<file path="src/rtl/uart_frame_parser_if.sv">
// uart_frame_parser_if
//   Bundles the byte-stream input, the frame hand-off to the consumer and the
//   payload read port of uart_frame_parser.
//   slave  : the parser side (consumes rx bytes / ack / read address,
//            produces frame status, payload data, error and drop pulses).
//   master : the environment side (UART receiver plus frame consumer).
//   Signals:
//     rx_data_i[7:0], rx_done_i   received byte and its one-cycle strobe
//     frame_ack_i                 consumer releases the held frame
//     rd_addr_i[3:0]              payload read address
//     frame_valid_o               a checked frame is held
//     frame_cmd_o[7:0]            command byte of the held frame
//     frame_len_o[4:0]            payload length of the held frame
//     rd_data_o[7:0]              payload byte, one cycle after rd_addr_i
//     frame_err_o, err_code_o[1:0] one-cycle error pulse and its code
//     drop_o                      one-cycle pulse, byte discarded while held
interface uart_frame_parser_if;
  logic [7:0] rx_data_i;
  logic       rx_done_i;
  logic       frame_ack_i;
  logic [3:0] rd_addr_i;
  logic       frame_valid_o;
  logic [7:0] frame_cmd_o;
  logic [4:0] frame_len_o;
  logic [7:0] rd_data_o;
  logic       frame_err_o;
  logic [1:0] err_code_o;
  logic       drop_o;

  modport master (
    output rx_data_i, rx_done_i, frame_ack_i, rd_addr_i,
    input  frame_valid_o, frame_cmd_o, frame_len_o, rd_data_o,
    input  frame_err_o, err_code_o, drop_o
  );

  modport slave (
    input  rx_data_i, rx_done_i, frame_ack_i, rd_addr_i,
    output frame_valid_o, frame_cmd_o, frame_len_o, rd_data_o,
    output frame_err_o, err_code_o, drop_o
  );
endinterface

</file>
<file path="src/rtl/uart_frame_parser.sv">
// uart_frame_parser
//   Parses a byte stream of frames  AA | CMD | LEN | LEN payload bytes | CSUM
//   where CSUM is the modulo-256 sum of CMD, LEN and the payload. A frame that
//   checks out is held (frame_valid_o) with its command, length and payload
//   buffer stable until the consumer acknowledges it. Bytes arriving while a
//   frame is held are discarded and flagged on drop_o.
//   Error codes on frame_err_o / err_code_o:
//     2'b01 checksum mismatch, 2'b10 length above MAX_LEN, 2'b11 inter-byte timeout
//   Ports:
//     clk_i  system clock
//     rst_i  synchronous active-high reset
//     bus    uart_frame_parser_if.slave (byte input, frame output, read port)
//   Parameters:
//     MAX_LEN      maximum payload length (1..16)
//     TIMEOUT_CYC  maximum inter-byte gap in clocks (timeout build only)
//   Build option:
//     UART_FRAME_TIMEOUT_EN  when defined, an in-frame gap of TIMEOUT_CYC clocks
//                            without a byte aborts the frame with code 2'b11.
//                            When undefined, a stalled frame waits indefinitely.
module uart_frame_parser #(
  parameter int unsigned MAX_LEN     = 16,
  parameter int unsigned TIMEOUT_CYC = 104160
) (
  input logic                clk_i,
  input logic                rst_i,
  uart_frame_parser_if.slave bus
);

  typedef enum logic [2:0] {
    ST_IDLE = 3'd0,
    ST_CMD  = 3'd1,
    ST_LEN  = 3'd2,
    ST_DATA = 3'd3,
    ST_CSUM = 3'd4,
    ST_DONE = 3'd5
  } state_t;

  localparam logic [7:0] HEADER    = 8'hAA;
  localparam logic [4:0] MAX_LEN_L = 5'(MAX_LEN);

  localparam logic [1:0] ERR_NONE    = 2'b00;
  localparam logic [1:0] ERR_CSUM    = 2'b01;
  localparam logic [1:0] ERR_LEN     = 2'b10;
  localparam logic [1:0] ERR_TIMEOUT = 2'b11;

  // Modulo-256 checksum accumulation.
  function automatic logic [7:0] csum_add(input logic [7:0] acc, input logic [7:0] data);
    csum_add = acc + data;
  endfunction

  state_t     state_r, state_s;
  logic [7:0] cmd_r, cmd_s;
  logic [4:0] len_r, len_s;
  logic [3:0] idx_r, idx_s;
  logic [7:0] csum_r, csum_s;
  logic       valid_r;
  logic       err_r, err_s;
  logic [1:0] code_r, code_s;
  logic       drop_r, drop_s;
  logic       wr_en_s;
  logic [7:0] rd_data_r;
  logic       active_s;
  logic       to_hit_s;

  logic [7:0] payload_mem [0:15];

  // States in which a frame is partially received and may time out.
  always_comb begin
    active_s = 1'b0;
    case (state_r)
      ST_CMD, ST_LEN, ST_DATA, ST_CSUM: active_s = 1'b1;
      default:                          active_s = 1'b0;
    endcase
  end

`ifdef UART_FRAME_TIMEOUT_EN
  localparam int unsigned TO_W    = $clog2(TIMEOUT_CYC + 1);
  localparam logic [TO_W-1:0] TO_LAST = TO_W'(TIMEOUT_CYC - 1);

  logic [TO_W-1:0] to_cnt_r;

  // Timeout fires on the cycle the gap counter reaches its last value with no byte.
  always_comb begin
    if (active_s && !bus.rx_done_i && (to_cnt_r == TO_LAST)) begin
      to_hit_s = 1'b1;
    end else begin
      to_hit_s = 1'b0;
    end
  end

  // Inter-byte gap counter: restarts on every byte and outside a partial frame.
  always_ff @(posedge clk_i) begin
    if (rst_i) begin
      to_cnt_r <= '0;
    end else if (bus.rx_done_i || !active_s || to_hit_s) begin
      to_cnt_r <= '0;
    end else begin
      to_cnt_r <= to_cnt_r + TO_W'(1);
    end
  end
`else
  assign to_hit_s = 1'b0;
`endif

  // Next-state and datapath decisions; one byte is consumed per rx_done_i.
  always_comb begin
    state_s = state_r;
    cmd_s   = cmd_r;
    len_s   = len_r;
    idx_s   = idx_r;
    csum_s  = csum_r;
    err_s   = 1'b0;
    code_s  = ERR_NONE;
    drop_s  = 1'b0;
    wr_en_s = 1'b0;

    if (to_hit_s) begin
      err_s   = 1'b1;
      code_s  = ERR_TIMEOUT;
      state_s = ST_IDLE;
    end else begin
      case (state_r)
        ST_IDLE: begin
          if (bus.rx_done_i && (bus.rx_data_i == HEADER)) begin
            csum_s  = 8'h00;
            state_s = ST_CMD;
          end else begin
            state_s = ST_IDLE;
          end
        end

        ST_CMD: begin
          if (bus.rx_done_i) begin
            cmd_s   = bus.rx_data_i;
            csum_s  = csum_add(csum_r, bus.rx_data_i);
            state_s = ST_LEN;
          end else begin
            state_s = ST_CMD;
          end
        end

        ST_LEN: begin
          if (bus.rx_done_i) begin
            csum_s = csum_add(csum_r, bus.rx_data_i);
            idx_s  = 4'd0;
            if (bus.rx_data_i == 8'h00) begin
              len_s   = 5'd0;
              state_s = ST_CSUM;
            end else if (bus.rx_data_i <= {3'b000, MAX_LEN_L}) begin
              len_s   = bus.rx_data_i[4:0];
              state_s = ST_DATA;
            end else begin
              err_s   = 1'b1;
              code_s  = ERR_LEN;
              state_s = ST_IDLE;
            end
          end else begin
            state_s = ST_LEN;
          end
        end

        ST_DATA: begin
          if (bus.rx_done_i) begin
            wr_en_s = 1'b1;
            csum_s  = csum_add(csum_r, bus.rx_data_i);
            idx_s   = idx_r + 4'd1;
            // idx_r is the slot being written now; the last slot is len-1.
            if ({1'b0, idx_r} == (len_r - 5'd1)) begin
              state_s = ST_CSUM;
            end else begin
              state_s = ST_DATA;
            end
          end else begin
            state_s = ST_DATA;
          end
        end

        ST_CSUM: begin
          if (bus.rx_done_i) begin
            if (bus.rx_data_i == csum_r) begin
              state_s = ST_DONE;
            end else begin
              err_s   = 1'b1;
              code_s  = ERR_CSUM;
              state_s = ST_IDLE;
            end
          end else begin
            state_s = ST_CSUM;
          end
        end

        ST_DONE: begin
          // A byte during the hold is always dropped, even alongside the ack.
          drop_s = bus.rx_done_i;
          if (bus.frame_ack_i) begin
            state_s = ST_IDLE;
          end else begin
            state_s = ST_DONE;
          end
        end

        default: begin
          state_s = ST_IDLE;
        end
      endcase
    end
  end

  // State, frame fields, checksum and registered status outputs.
  always_ff @(posedge clk_i) begin
    if (rst_i) begin
      state_r   <= ST_IDLE;
      cmd_r     <= 8'h00;
      len_r     <= 5'd0;
      idx_r     <= 4'd0;
      csum_r    <= 8'h00;
      valid_r   <= 1'b0;
      err_r     <= 1'b0;
      code_r    <= ERR_NONE;
      drop_r    <= 1'b0;
      rd_data_r <= 8'h00;
    end else begin
      state_r   <= state_s;
      cmd_r     <= cmd_s;
      len_r     <= len_s;
      idx_r     <= idx_s;
      csum_r    <= csum_s;
      valid_r   <= (state_s == ST_DONE);
      err_r     <= err_s;
      code_r    <= code_s;
      drop_r    <= drop_s;
      rd_data_r <= payload_mem[bus.rd_addr_i];
    end
  end

  // Payload buffer write port; contents are not cleared by reset.
  always_ff @(posedge clk_i) begin
    if (wr_en_s) begin
      payload_mem[idx_r] <= bus.rx_data_i;
    end
  end

  assign bus.frame_valid_o = valid_r;
  assign bus.frame_cmd_o   = cmd_r;
  assign bus.frame_len_o   = len_r;
  assign bus.rd_data_o     = rd_data_r;
  assign bus.frame_err_o   = err_r;
  assign bus.err_code_o    = code_r;
  assign bus.drop_o        = drop_r;

endmodule

</file>
<file path="src/flat_wrapper.sv">
// flat-port wrapper written by rule: the top's interface ports become plain ports
module uart_frame_parser_flat 
#(
  parameter int unsigned MAX_LEN     = 16,
  parameter int unsigned TIMEOUT_CYC = 104160
)
  (clk_i, rst_i, bus_rx_data_i, bus_rx_done_i, bus_frame_ack_i, bus_rd_addr_i, bus_frame_valid_o, bus_frame_cmd_o, bus_frame_len_o, bus_rd_data_o, bus_frame_err_o, bus_err_code_o, bus_drop_o);
  uart_frame_parser_if bus_i ();
  input logic clk_i;
  input logic rst_i;
  input wire logic [$bits(bus_i.rx_data_i)-1:0] bus_rx_data_i;
  input wire logic [$bits(bus_i.rx_done_i)-1:0] bus_rx_done_i;
  input wire logic [$bits(bus_i.frame_ack_i)-1:0] bus_frame_ack_i;
  input wire logic [$bits(bus_i.rd_addr_i)-1:0] bus_rd_addr_i;
  output wire logic [$bits(bus_i.frame_valid_o)-1:0] bus_frame_valid_o;
  output wire logic [$bits(bus_i.frame_cmd_o)-1:0] bus_frame_cmd_o;
  output wire logic [$bits(bus_i.frame_len_o)-1:0] bus_frame_len_o;
  output wire logic [$bits(bus_i.rd_data_o)-1:0] bus_rd_data_o;
  output wire logic [$bits(bus_i.frame_err_o)-1:0] bus_frame_err_o;
  output wire logic [$bits(bus_i.err_code_o)-1:0] bus_err_code_o;
  output wire logic [$bits(bus_i.drop_o)-1:0] bus_drop_o;
  assign bus_i.rx_data_i = bus_rx_data_i;
  assign bus_i.rx_done_i = bus_rx_done_i;
  assign bus_i.frame_ack_i = bus_frame_ack_i;
  assign bus_i.rd_addr_i = bus_rd_addr_i;
  assign bus_frame_valid_o = bus_i.frame_valid_o;
  assign bus_frame_cmd_o = bus_i.frame_cmd_o;
  assign bus_frame_len_o = bus_i.frame_len_o;
  assign bus_rd_data_o = bus_i.rd_data_o;
  assign bus_frame_err_o = bus_i.frame_err_o;
  assign bus_err_code_o = bus_i.err_code_o;
  assign bus_drop_o = bus_i.drop_o;
  uart_frame_parser #(.MAX_LEN(MAX_LEN), .TIMEOUT_CYC(TIMEOUT_CYC)) u_core (.clk_i(clk_i), .rst_i(rst_i), .bus(bus_i));
endmodule
</file>
<file path="config.mk">
export PLATFORM = sky130hd
export DESIGN_NAME = uart_frame_parser_flat
export DESIGN_NICKNAME = d
export VERILOG_FILES = /design/src/rtl/uart_frame_parser_if.sv /design/src/rtl/uart_frame_parser.sv /design/src/flat_wrapper.sv
export SDC_FILE = /design/constraint.sdc
export NUM_CORES = 1
export LEC_CHECK = 0
export CORE_UTILIZATION = 60
export CTS_CLUSTER_DIAMETER = 150
export DETAILED_ROUTE_END_ITERATION = 7
export DONT_BUFFER_PORTS = 1
export PLACE_DENSITY = 0.74
export SLEW_MARGIN = 20
export SYNTH_ARGS = -nofsm -noshare
export SYNTH_HDL_FRONTEND = slang
export SYNTH_SLANG_ARGS = --single-unit
</file>
<file path="constraint.sdc">
create_clock -name clk_i -period 3.45 [get_ports clk_i]
set_input_delay 0.69 -clock clk_i [delete_from_list [all_inputs] [get_ports clk_i]]
set_output_delay 0.69 -clock clk_i [all_outputs]
set_load 0.05 [all_outputs]
</file>
==> results of run 1 <==
## flip-flops by register name (all words and copies together) (netlist names)
name,flops
u_core.state_r,3
u_core.bus.frame_valid_o,1
u_core.bus.drop_o,1
u_core.bus.frame_cmd_o,8
u_core.bus.frame_err_o,1
u_core.csum_r,8
u_core.payload_mem,128
u_core.bus.frame_len_o,5
u_core.bus.rd_data_o,8
u_core.bus.err_code_o,2
u_core.idx_r,4
## layout by cell type, fill, tap and decap left out, types with 7 or more instances in the layout
cell and instances:
nor3_1 11, mux2i_1 8, edfxtp_1 128, clkbuf_16 17, a21oi_1 18, nor2b_4 8, ha_1 12, nand3_1 7
mux4_2 12, mux4_1 28, nand2_1 20, buf_4 17, dfxtp_1 41, inv_1 8, xnor2_1 7, nor2_1 37
a22oi_1 7
## routing by layer
metal / vias up / share of wire / GRT usage
li1: 1736 / - / -
met1: 1982 / 0.41 / 0.309
met2: 130 / 0.52 / 0.427
met3: 22 / 0.049 / 0.0580
met4: 0 / 0.020 / 0.102
met5: - / 0 / 0
## worst max-delay path, cell delays in order (launching register included)
cell and delay [ps]:
dfxtp_1 730, inv_1 130, ha_1 280, and3_1 190, nor3_1 190, a211o_1 130
a21oi_1 120, a311oi_1 370, and3b_1 220
## where the power goes
group | switching [W] | total (W) | internal [W] | leakage, nW
sequential | 0.0000293 | 0.00222 | 0.00219 | 1.48
clock | 0.000743 | 0.00204 | 0.00130 | 0.306
combinational | 0.0000262 | 0.0000924 | 0.0000661 | 0.927
total | 0.000799 | 0.00435 | 0.00355 | 2.72
## synthesized netlist by cell type (2+ instances only)
| library cell | number | area share |
|---|---|---|
| buf_6 | 3 | 0.0047 |
| buf_1 | 2 | 0.0011 |
| and3_1 | 4 | 0.0035 |
| nand4b_1 | 2 | 0.0025 |
| mux2i_1 | 8 | 0.011 |
| dfxtp_1 | 41 | 0.12 |
| or2_2 | 2 | 0.0018 |
| or3_1 | 5 | 0.0044 |
| a21oi_1 | 18 | 0.013 |
| buf_2 | 3 | 0.0021 |
| inv_1 | 8 | 0.0042 |
| and2_1 | 2 | 0.0018 |
| nand2b_1 | 5 | 0.0044 |
| a211oi_1 | 2 | 0.0021 |
| nand4_1 | 2 | 0.0018 |
| o2111ai_1 | 2 | 0.0025 |
| a22oi_1 | 7 | 0.0074 |
| nand2_1 | 20 | 0.011 |
| o21ai_0 | 4 | 0.0028 |
| a32oi_1 | 2 | 0.0025 |
| nor4_1 | 4 | 0.0035 |
| xnor2_1 | 7 | 0.0086 |
| nand3_1 | 7 | 0.0049 |
| xor2_1 | 5 | 0.0061 |
| nor3_1 | 11 | 0.0077 |
| mux4_2 | 12 | 0.038 |
| nor2_1 | 37 | 0.020 |
| clkbuf_1 | 11 | 0.0058 |
| nor2b_1 | 4 | 0.0035 |
| edfxtp_1 | 128 | 0.54 |
| mux4_1 | 28 | 0.10 |
| ha_1 | 12 | 0.021 |
| nor2b_4 | 8 | 0.015 |
## cells by family after synthesis
kind of cell | count (synthesis)
adder cells (fa/ha/maj) | 13
flip-flops | 169
XOR/XNOR | 12
AND/OR/NAND/NOR | 120
buffers and inverters | 29
multiplexers | 49
AO/OA/AOI/OAI | 42
## final timing paths
| check | to | slack, ps | cells past startpoint |
|---|---|---|---|
| hold / removal | u_core.bus.frame_cmd_o[7] | 340 | 1 |
| setup reg to reg | u_core.bus.frame_valid_o | 970 | 8 |
| hold reg to reg | u_core.csum_r[7] | 500 | 2 |
| setup / recovery | u_core.bus.frame_valid_o | 970 | 8 |
## per-stage QoR
stage	power, W	setup WS [ps]	instance area, um2	instances	utilization
6_report	0.00435	971	7950	605	0.691
5_1_grt	0.00446	837	7950	605	0.691
4_1_cts	0.00438	984	7950	605	0.691
3_5_place_dp	0.00236	1030	7310	573	0.635
3_3_place_gp	0.00236	1120	7310	573	0.635
2_1_floorplan	0.00237	1200	7120	434	-
## cell type report
| type | count | area [um2] |
|---|---|---|
| sequential | 169 | 4660 |
| fill | 738 | 3560 |
| multi-input combinational | 236 | 2310 |
| clock buffer | 19 | 443 |
| clock inverter | 13 | 200 |
| tap | 143 | 179 |
| timing repair buffer | 17 | 128 |
| inverter | 8 | 30.0 |
==> results by group, run 1 <==
Outcome
  • Outcome: finished, violations left
  • Violations in the final reports: design-rule violations

Die
  • Die W: 111 um
  • Core Region: 11500 um2
  • # IOs: 42
  • Die area: 12300 um2
  • Die height: 111 um
  • Rows: 39
  • Initial Utilization: 0.618

STA
  • Setup TNS: 0 ps
  • Worst Clk Skew: 5.56 ps
  • RSZ-0062 raised after global routing: no
  • Final period utilization: 0.719
  • Slew Limit Headroom: 0.543
  • Min Hold Slack: 339 ps
  • Achievable Freq: 403 MHz
  • Final worst path period need: 2480 ps
  • Slew @ Worst Pin: 684 ps
  • Fin. Hold Viols: 0
  • Max Slew Vio Count: 0
  • Final setup violation count: 0

Worst hold path
  • Worst min-delay path class: in -> reg
  • Worst Hold Launch: rst_i

Clock tree
  • # hold bufs at CTS: 0
  • Clock Latency Late Sink: 420 ps
  • CTS resizes: 0
  • Num Clock Sinks: 169
  • Setup bufs post-CTS: 0
  • CTS tree: built
  • Total CTS buffers: 17
  • Root Buffer: clkbuf_16
  • Clk buf depth: 2
  • H-tree Lvls: 4
  • CTS clock-pin slew for the worst setup and hold paths: 60 ps

Power and ir drop
  • Leakage power: 2.72 nW
  • Total power per unit cell area: 547 nW/um2
  • VDD IR-drop max: 390 uV

Synth
  • Xor and xnor area share after synthesis: 0.0148
  • Main combinational cell family by area after synthesis: multiplexers
  • Synth Area in Adders: 0.0239
  • Mux share of post-synthesis cell area: 0.154
  • Post-synthesis instance total: 434
  • Ys Warns: 0
  • Synth Area in Simple Gates: 0.0937
  • Prevailing post-synth register cell: edfxtp_1
  • Asr flop ratio synth: 0
  • Register area share after synthesis: 0.655
  • Register bit total from synthesis: 169
  • Synth unique cells: 51
  • Post-Syn Area: 7120 um2
  • Post-synth EDFFs: 128
  • Synth Area per Inst: 16.4 um2
  • Net count after synthesis: 463
  • Synth Area in Compound Gates: 0.0378

Global routing
  • Largest net degree at the start of global routing: 39
  • First-pass GRT wire length: 21800 um
  • GR Util All Layers: 0.250
  • Total gr overflow: 0
  • Vias in the first global route: 3828
  • Initial antenna violation count: 0

Final layout
  • # nets final: 478
  • N_diodes: 0
  • Share of layout cells above drive strength 1: 0.158
  • Syn-to-layout area delta: 11.7%

Worst setup path
  • Worst-path fanout max: 5
  • Critical path class: reg -> reg
  • Critical Path Start: u_core.bus.frame_len_o[0]
  • Arr. time, crit path: 2790 ps
  • RR Startpoint: u_core.bus.frame_len_o[0]
  • Worst Path Required: 3760 ps
  • Crit start category: register
  • CP endpoint kind: register

Drt
  • Via-per-instance ratio: 6.40
  • Routed length per instance: 23.6 um
  • Antenna Nets Post-Route: 0
  • Vias: 3870
  • Drt first-iter violations: 306
  • Residual DRC: 13
  • Final WL: 14300 um
  • Total iterations of the first detailed-routing run: 6

Placement
  • Final HPWL DP: 9010 um
  • RD Place Congestion: 0.856
  • Port Buffers: 0

Job
  • Max_cap viols: 0
No activity file was read; power rests on OpenSTA's default activity.
==> run 2, diff against run 1 <==
==> constraint.sdc (replaced) <==
create_clock -name clk_i -period 2.3 [get_ports clk_i]
set_input_delay 0.46 -clock clk_i [delete_from_list [all_inputs] [get_ports clk_i]]
set_output_delay 0.46 -clock clk_i [all_outputs]
set_load 0.05 [all_outputs]
==> run 2 against run 1 <==
  * The run still ends with design-rule violations left
  * Sequential share of layout area decreased by 0.25 points
  * Global-route usage increased by 0.19 points
  * Highest routed layer unchanged
  * Maximum frequency increased by 18%
  * Largest cell class unchanged
  * Via count increased by 0.49%
  * Largest power group unchanged
  * Clock skew increased by 6.4 ps
  * Non-clock buffer count increased by 10
  * Clock power increased by 40%
  * Power increased by 45%
  * First-iteration DRC count decreased by 4.9%
  * Design area increased by 0.42%
==> results by group, run 2 (synthesis gave the netlist of run 1 again) <==
Outcome
  • Outcome: finished, violations left
  • Violations in the final reports: design-rule violations

Power and ir drop
  • Total power per unit cell area: 793 nW/um2 (+45%)
  • VDD IR-drop max: 463 uV (+18%)
  • Leakage power: 2.74 nW (+1.1%)

STA
  • Worst Clk Skew: 12.0 ps (+6.45 ps)
  • Achievable Freq: 476 MHz (+18%)
  • Final setup violation count: 0 (unchanged)
  • Slew @ Worst Pin: 742 ps (+58.1 ps)
  • RSZ-0062 raised after global routing: no
  • Max Slew Vio Count: 0 (unchanged)
  • Setup TNS: 0 ps (unchanged)
  • Slew Limit Headroom: 0.504 (-0.0388)
  • Min Hold Slack: 105 ps (-235 ps)
  • Fin. Hold Viols: 0 (unchanged)
  • Final worst path period need: 2100 ps (-380 ps)
  • Final period utilization: 0.913 (+0.194)

Worst setup path
  • Reg2reg path depth: 7 (-1)
  • Arr. time, crit path: 2460 ps (-330 ps)
  • Worst-path fanout max: 3 (-2)
  • Most frequent CP cell: a21oi_1
  • Critical path's slowest cell: dfxtp_1
  • Critical path class: reg -> reg
  • CP endpoint kind: register
  • Worst Path Required: 2660 ps (-1100 ps)
  • Crit-path max cell delay: 380 ps (-350 ps)
  • Crit-path cells: ha_1, a21oi_1, o211ai_1, o41ai_1, xor2_1, mux2_2, a21oi_1
  • Crit start category: register

Global routing
  • GR Util All Layers: 0.252 (+0.00191)
  • Vias in the first global route: 3909 (+2.1%)
  • First-pass GRT wire length: 22000 um (+0.76%)
  • Initial antenna violation count: 0 (unchanged)
  • Total gr overflow: 0 (unchanged)
  • Largest net degree at the start of global routing: 39 (unchanged)

Final layout
  • # nets final: 488 (+2.1%)
  • Most common cell after layout, fill and taps aside: edfxtp_1
  • Share of layout cells above drive strength 1: 0.176 (+0.0178)
  • Final instance area: 7990 um2 (+0.42%)
  • Syn-to-layout area delta: 12.2%
  • Util after Layout: 0.694 (+0.00293)
  • Leading cell types in the layout, fill and taps excluded: edfxtp_1 (128), dfxtp_1 (41), nor2_1 (37)
  • Fill cells: 737 (-0.14%)
  • Biggest register: u_core.payload_mem
  • N_diodes: 0 (unchanged)
  • Max FFs per register: 128 (unchanged)

Drt
  • Routed length per instance: 23.4 um (-1.3%)
  • Final WL: 14400 um (+0.37%)
  • Via-per-instance ratio: 6.32 (-1.1%)
  • Vias: 3889 (+0.49%)
  • Total iterations of the first detailed-routing run: 6 (unchanged)
  • Antenna Nets Post-Route: 0 (unchanged)
  • Residual DRC: 12 (-1)
  • Drt first-iter violations: 291 (-4.9%)

Placement
  • RD Place Congestion: 0.871 (+1.8%)
  • Final HPWL DP: 9000 um (-0.10%)
  • Port Buffers: 0 (unchanged)
  • Placement Cell Area: 7380 um2 (+1.0%)

Die
  • Rows: 39 (unchanged)
  • Core Region: 11500 um2 (unchanged)
  • Die area: 12300 um2 (unchanged)
  • # IOs: 42 (unchanged)
  • Die height: 111 um (unchanged)
  • Initial Utilization: 0.618 (unchanged)
  • Die W: 111 um (unchanged)

Clock tree
  • Total CTS buffers: 17 (unchanged)
  • Root Buffer: clkbuf_16
  • CTS resizes: 0 (unchanged)
  • Clk buf depth: 2 (unchanged)
  • # hold bufs at CTS: 0 (unchanged)
  • Num Clock Sinks: 169 (unchanged)
  • H-tree Lvls: 4 (unchanged)
  • Clock Latency Late Sink: 430 ps (about the same)
  • Setup bufs post-CTS: 0 (unchanged)
  • CTS tree: built
  • CTS clock-pin slew for the worst setup and hold paths: 60 ps (about the same)

Worst hold path
  • Hold depth: 1 (unchanged)
  • Worst min-delay path class: in -> reg

Job
  • Max_cap viols: 0 (unchanged)
## run 2: worst paths after layout
check	start	to	slack [ps]
worst min register to register	u_core.csum_r[7]	u_core.csum_r[7]	490
worst min-delay path	rst_i	u_core.csum_r[7]	100
worst max register to register	u_core.csum_r[1]	u_core.csum_r[7]	200
worst max-delay path	u_core.csum_r[1]	u_core.csum_r[7]	200
## run 2: routing by layer
metal	track usage	routed length [um]	vias up
li1	-	-	1762
met1	0.307	5690	1969
met2	0.426	7540	136
met3	0.0612	806	22
met4	0.120	334	0
met5	0	0	-
## run 2: cell type report
class,count,area (um2),share of cell area
clock buffer,18,429,0.0537
clock inverter,14,173,0.0216
inverter,8,30.0,0.00376
multi-input combinational,236,2310,0.289
sequential,169,4660,0.584
tap,143,179,0.0224
timing repair buffer,27,203,0.0254
## run 2: through the flow
step,instances,total power (W),setup slack (ps)
after floorplan,434,0.00356,92.3
after CTS,615,0.00637,189
after global routing,615,0.00650,40.9
after global placement,583,0.00353,195
final,615,0.00633,201
after detailed placement,583,0.00354,95.7
## run 2: power breakdown
| part | switching, W | internal (W) | total, W |
|---|---|---|---|
| logic | 0.0000400 | 0.0000991 | 0.000139 |
| clock network | 0.00115 | 0.00171 | 0.00286 |
| registers | 0.0000440 | 0.00329 | 0.00333 |
| total | 0.00123 | 0.00510 | 0.00633 |
## run 2: critical path, delay by kind of cell (launching register included)
kind | cells | cell delay (ps)
flops | 1 | 380
fa+ha+maj | 1 | 270
compound gates | 4 | 840
xor+xnor | 1 | 190
mux | 1 | 340
